===== src/rtl/game_flow_ctrl.sv =====
// Game sequencer: IDLE/PLAY/WIN/LOSE, key hit detection,
// score/lives bookkeeping and per-frame note spawn scheduling.
module game_flow_ctrl #(
  parameter logic [7:0] KEY_L      = 8'h04,
  parameter logic [7:0] KEY_M      = 8'h16,
  parameter logic [7:0] KEY_R      = 8'h07,
  parameter logic [7:0] KEY_START  = 8'h2C,
  parameter int         LIVES      = 3,
  parameter int         HIT_PTS    = 10,
  parameter int         WIN_SCORE  = 500,
  parameter int         SPAWN_EASY = 60,
  parameter int         SPAWN_HARD = 30
) (
  input  logic       clk_clk,
  input  logic       reset_reset_n,
  input  logic [7:0] keycode,
  input  logic [7:0] keycode2,
  input  logic [7:0] keycode3,
  input  logic       pass_up1,
  input  logic       pass_up2,
  input  logic       pass_up3,
  input  logic       lose_life,
  input  logic       vs,
  input  logic       reset_button,
  input  logic       difficulty,
  output logic [9:0] score_val,
  output logic [1:0] lives,
  output logic       win_game,
  output logic       lose_game,
  output logic       spawn,
  output logic [1:0] spawn_lane,
  output logic [1:0] state,
  output logic [2:0] hit_flash
);

  typedef enum logic [1:0] {
    S_IDLE = 2'b00,
    S_PLAY = 2'b01,
    S_WIN  = 2'b10,
    S_LOSE = 2'b11
  } state_t;

  localparam logic [1:0]  LIVES_V = 2'(LIVES);
  localparam logic [10:0] PTS_V   = 11'(HIT_PTS);
  localparam logic [9:0]  WIN_V   = 10'(WIN_SCORE);
  localparam logic [7:0]  IVL_E   = 8'(SPAWN_EASY - 1);
  localparam logic [7:0]  IVL_H   = 8'(SPAWN_HARD - 1);

  state_t     r_state;
  state_t     w_next;
  logic [7:0] r_kc0;
  logic [7:0] r_kc1;
  logic [7:0] r_kc2;
  logic [2:0] r_pu;
  logic       r_ll;
  logic       r_ll_d;
  logic       r_vs;
  logic       r_vs_d;
  logic       r_rb;
  logic [3:0] r_pres;
  logic [9:0] r_score;
  logic [1:0] r_lives;
  logic       r_win;
  logic       r_lose;
  logic       r_spawn;
  logic [1:0] r_lane;
  logic [2:0] r_flash;
  logic [7:0] r_lfsr;
  logic [7:0] r_fcnt;
  logic       r_diff;

  logic [3:0]  w_pres;
  logic [3:0]  w_press;
  logic        w_start;
  logic [2:0]  w_hit;
  logic [10:0] w_sum;
  logic [9:0]  w_score_n;
  logic        w_ll_edge;
  logic        w_tick;
  logic [7:0]  w_ivl;
  logic        w_fb;
  logic [1:0]  w_lane;

  function automatic logic f_has(
    input logic [7:0] a,
    input logic [7:0] b,
    input logic [7:0] c,
    input logic [7:0] k
  );
    return (a == k) || (b == k) || (c == k);
  endfunction

  always_comb begin
    w_pres[0] = f_has(r_kc0, r_kc1, r_kc2, KEY_L);
    w_pres[1] = f_has(r_kc0, r_kc1, r_kc2, KEY_M);
    w_pres[2] = f_has(r_kc0, r_kc1, r_kc2, KEY_R);
    w_pres[3] = f_has(r_kc0, r_kc1, r_kc2, KEY_START);
  end

  assign w_press   = w_pres & ~r_pres;
  assign w_start   = w_press[3];
  assign w_hit     = w_press[2:0] & r_pu;
  assign w_ll_edge = r_ll & ~r_ll_d;
  assign w_tick    = r_vs_d & ~r_vs;
  assign w_ivl     = r_diff ? IVL_H : IVL_E;
  assign w_fb      = r_lfsr[7] ^ r_lfsr[5]
                   ^ r_lfsr[4] ^ r_lfsr[3];
  assign w_lane    = (r_lfsr[1:0] == 2'b11) ?
                     2'b01 : r_lfsr[1:0];

  always_comb begin
    w_sum = {1'b0, r_score};
    if (w_hit[0]) w_sum = w_sum + PTS_V;
    if (w_hit[1]) w_sum = w_sum + PTS_V;
    if (w_hit[2]) w_sum = w_sum + PTS_V;
    w_score_n = (w_sum > 11'd1023) ?
                10'h3FF : w_sum[9:0];
  end

  // Input sync, key history and free-running LFSR
  always_ff @(posedge clk_clk or negedge reset_reset_n) begin
    if (!reset_reset_n) begin
      r_kc0  <= '0;
      r_kc1  <= '0;
      r_kc2  <= '0;
      r_pu   <= '0;
      r_ll   <= 1'b0;
      r_ll_d <= 1'b0;
      r_vs   <= 1'b1;
      r_vs_d <= 1'b1;
      r_rb   <= 1'b0;
      r_pres <= '0;
      r_lfsr <= 8'hA5;
    end else begin
      r_kc0  <= keycode;
      r_kc1  <= keycode2;
      r_kc2  <= keycode3;
      r_pu   <= {pass_up3, pass_up2, pass_up1};
      r_ll   <= lose_life;
      r_ll_d <= r_ll;
      r_vs   <= vs;
      r_vs_d <= r_vs;
      r_rb   <= reset_button;
      r_pres <= w_pres;
      r_lfsr <= {r_lfsr[6:0], w_fb};
    end
  end

  always_ff @(posedge clk_clk or negedge reset_reset_n) begin
    if (!reset_reset_n) r_state <= S_IDLE;
    else                r_state <= w_next;
  end

  // Lives reaching zero takes precedence over the win score
  always_comb begin
    w_next = r_state;
    if (r_rb) begin
      w_next = S_IDLE;
    end else begin
      unique case (r_state)
        S_IDLE: if (w_start) w_next = S_PLAY;
        S_PLAY: begin
          if (r_lives == 2'd0)     w_next = S_LOSE;
          else if (r_score >= WIN_V) w_next = S_WIN;
        end
        S_WIN:  if (w_start) w_next = S_IDLE;
        S_LOSE: if (w_start) w_next = S_IDLE;
        default: w_next = S_IDLE;
      endcase
    end
  end

  always_ff @(posedge clk_clk or negedge reset_reset_n) begin
    if (!reset_reset_n) begin
      r_score <= '0;
      r_lives <= LIVES_V;
      r_win   <= 1'b0;
      r_lose  <= 1'b0;
      r_spawn <= 1'b0;
      r_lane  <= '0;
      r_flash <= '0;
      r_fcnt  <= '0;
      r_diff  <= 1'b0;
    end else begin
      r_win   <= (r_state == S_WIN);
      r_lose  <= (r_state == S_LOSE);
      r_spawn <= 1'b0;
      r_flash <= '0;
      if (r_rb) begin
        r_score <= '0;
        r_lives <= LIVES_V;
        r_fcnt  <= '0;
      end else if (r_state == S_IDLE && w_start) begin
        r_score <= '0;
        r_lives <= LIVES_V;
        r_fcnt  <= '0;
        r_diff  <= difficulty;
      end else if (r_state == S_PLAY) begin
        r_score <= w_score_n;
        r_flash <= w_hit;
        if (w_ll_edge && r_lives != 2'd0)
          r_lives <= r_lives - 2'd1;
        if (w_tick) begin
          if (r_fcnt == w_ivl) begin
            r_fcnt  <= '0;
            r_spawn <= 1'b1;
            r_lane  <= w_lane;
          end else begin
            r_fcnt <= r_fcnt + 8'd1;
          end
        end
      end else begin
        r_fcnt <= '0;
      end
    end
  end

  assign score_val  = r_score;
  assign lives      = r_lives;
  assign win_game   = r_win;
  assign lose_game  = r_lose;
  assign spawn      = r_spawn;
  assign spawn_lane = r_lane;
  assign state      = r_state;
  assign hit_flash  = r_flash;

endmodule


===== config.mk =====
export PLATFORM = sky130hd
export DESIGN_NAME = game_flow_ctrl
export DESIGN_NICKNAME = d
export VERILOG_FILES = /design/src/rtl/game_flow_ctrl.sv
export SDC_FILE = /design/constraint.sdc
export NUM_CORES = 1
export LEC_CHECK = 0
export CAP_MARGIN = 5
export CORE_MARGIN = 2
export CORE_UTILIZATION = 45
export DETAILED_ROUTE_END_ITERATION = 16
export PLACE_DENSITY = 0.68
export SYNTH_ARGS = -nofsm -noshare
export SYNTH_HDL_FRONTEND = slang
export SYNTH_SLANG_ARGS = --single-unit
export TNS_END_PERCENT = 5

===== constraint.sdc =====
create_clock -name clk_clk -period 4.7 [get_ports clk_clk]
set_input_delay 0.94 -clock clk_clk [delete_from_list [all_inputs] [get_ports clk_clk]]
set_output_delay 0.94 -clock clk_clk [all_outputs]
set_load 0.05 [all_outputs]

==> run metrics <==
drt wl/cell=16.4 um; status=complete, no violations; clk slew on worst S/H paths=80 ps; minimum clock period after layout=4050 ps; Flop pwr share=53.8%; Async S/R FF share, synth=100%; DR iter-0 viols=348; drc violations=0; Post-Synthesis Cells=388; Hold Path Cell Cnt=0; Overflow after GRT=0; Final Max Tran Viols=0; WHS Endpoint=r_lfsr[7]$_DFF_PN1_; CTS tree=built; FF-to-FF End=score_val[9]$_DFFE_PN0P_; Worst R2R Start=r_kc0[3]$_DFF_PN0_; Die Y=96.9 um; Comb power frac=5.0%; die area=9380 um2; WL final=9080 um; setup tns final=0 ps; initial antenna violation count=0; sequential-to-total area share from yosys stat=48.6%; Slew headroom=40.1%; Worst EP required=4910 ps; Clk network pwr share=41.2%; Clock Sinks=75; prevailing post-synth register cell=dfrtp_1; first drt pass iteration count=4; Synth area leaders=dfrtp_1 (43%), dfstp_2 (5.4%), xnor2_1 (4.7%); cts repair resizes=0; CTS HTree Levels=3; via count=3231; Synth Register Bits=75; Yosys top cell by area=dfrtp_1; Tcrit/Tclk final=86.2%; Cell Int Power=983 uW; CP startpoint kind=flip-flop; CTS max path bufs=2; Core Region=8300 um2; final setup vio count=0; Syn Nets=426; Mapped Area=3880 um2; total track usage=20.5%; Area Overhead vs Synth=21.7%; final instance area=4720 um2; pwr dens=265 nW/um2; Final Net Count=482; post-DP HPWL=6710 um; Fin Clk Skew=7.99 ps; post-layout util=56.9%; Sw Pwr=268 uW; endpoints failing hold=0; Worst-Margin Slew=899 ps; first-pass GRT wire length=15700 um; Reg2Reg Depth=15; starting density of the core=46.8%; largest net degree at the start of global routing=76; post-route ant nets=0; count of cell types in the netlist=67; Yosys top cell area share=43.2%; r2r setup slk=650 ps; endpoint type of the worst setup path=flip-flop; critical path arrival=4270 ps; Post-synth EDFFs=0; FILL cells=714; peak supply drop=0.208 mV; Synth Warn #=0; syn_area_per_cell=10.0 um2; root buf cell=clkbuf_8; Max Fclk=247 MHz; Port Buf Inserts=54; FP Rows=33; RSZ-0062 raised after global routing=false; vias in the first global route=3201; Crit Path Class=flip-flop to flip-flop; Hold WC Path Type=flip-flop to flip-flop; global placer's final weighted congestion=0.944; # IOs=55; Hold Crit Start=r_lfsr[6]$_DFF_PN0_; Post-DP Area=4520 um2; ANT cells=0; CTS Buf Count=9; die width=96.9 um; hold_buf cts=0; Leak Pwr=1.97 nW; sw frac=21.4%; Max FO, Critical Path=12; maxcap violations=0; worst-skew pair later-pin latency=340 ps; proportion of layout cells with a drive suffix above 1=9.80%; vias per cell=5.83; post-CTS repair timing setup buffer count=0
==> layer usage <==
layer | up-vias | global-route usage [%] | share of wire (%)
met3 | 14 | 4.77 | 5.7
met2 | 114 | 31.9 | 47
met5 | - | 0 | 0
met4 | 0 | 5.20 | 1.2
met1 | 1574 | 28.9 | 46
li1 | 1529 | - | -
==> cells in the mapped netlist, drive strengths merged (4+ instances only) <==
cell type	count
a211oi	4
a21o	4
a21oi	16
a31oi	6
and3	4
clkbuf	10
dfrtp	67
dfstp	8
ha	5
inv	12
nand2	40
nand2b	8
nand3	9
nand4	7
nand4b	6
nor2	39
nor2b	9
nor3	8
o211ai	4
o21ai	25
o22ai	4
o31ai	5
xnor2	21
==> placed cells by master (no fill, tap or decap), types with 9 or more instances in the layout <==
cell and n:
dfrtp_1 67, clkdlybuf4s50_1 53, nand2_1 40, nor2_1 39, xnor2_1 21, o21ai_0 20
a21oi_1 15, inv_1 12, clkbuf_8 12, nor2b_1 9, nand3_1 9
==> worst max-delay path, stage by stage, from the launching register on <==
cell	delay [ps]
dfrtp_1	390
nor4b_1	680
nand2b_4	230
a21oi_1	180
buf_4	170
mux2_2	350
ha_1	320
nor2_1	60
nor2_1	140
ha_1	220
o41ai_1	110
a311oi_1	290
nand4_1	180
a221oi_1	380
xnor2_1	150
o21ai_0	80
==> power groups by stage <==
| stage | sequential, mW | clock [mW] | combinational (mW) |
|---|---|---|---|
| after floorplan | 0.683 | 0 | 0.0187 |
| after global routing | 0.674 | 0.566 | 0.0703 |
| after global placement | 0.684 | 0 | 0.0632 |
| after CTS | 0.673 | 0.528 | 0.0642 |
| after detailed placement | 0.685 | 0 | 0.0641 |
| final | 0.673 | 0.516 | 0.0627 |
==> flip-flops by register name, indices dropped and copies added, names as in the netlist, 2 cells and up <==
signal      count
hit_flash       3
lives           2
r_fcnt          8
r_kc0           8
r_kc1           8
r_kc2           8
r_lfsr          8
r_pres          4
r_pu            3
score_val      10
spawn_lane      2
state           2
==> cells by family after synthesis <==
kind of cell / synth area share [%]
buffers and inverters: 2.61
AOI/OAI and AO/OA: 18.0
DFF: 48.6
adders and majority gates: 1.61
muxes: 1.64
xor gates and xnor gates: 6.00
and+or+nand+nor: 21.5
==> worst max-delay path by stage <==
stage                     depth (start not counted)               start                  endpoint  slack (ps)
after floorplan                                  15  r_kc0[1]$_DFF_PN0_  score_val[9]$_DFFE_PN0P_         800
after global placement                           15  r_kc0[3]$_DFF_PN0_  score_val[9]$_DFFE_PN0P_         780
after detailed placement                         15  r_kc0[3]$_DFF_PN0_  score_val[9]$_DFFE_PN0P_         710
after CTS                                        15  r_kc0[3]$_DFF_PN0_  score_val[9]$_DFFE_PN0P_         670
after global routing                             15  r_kc0[3]$_DFF_PN0_  score_val[9]$_DFFE_PN0P_         340
final                                            15  r_kc0[3]$_DFF_PN0_  score_val[9]$_DFFE_PN0P_         650
==> per-stage QoR <==
step	std cells	worst slack [ps]	total power, mW	hold slack [ps]
CTS	554	672	1.26	367
global route	554	340	1.31	379
finish	554	647	1.25	364
floorplan	388	797	0.702	333
global placement	538	783	0.747	343
detailed placement	538	706	0.749	342
==> layout make-up <==
class	count	area (um2)	area share, %
multi-input combinational	289	1890	40.1
tap	105	131	2.78
inverter	12	45.0	0.954
clock inverter	2	35.0	0.742
sequential	75	1890	39.9
clock buffer	14	173	3.66
timing repair buffer	57	561	11.9
No activity file was read; power rests on OpenSTA's default activity.
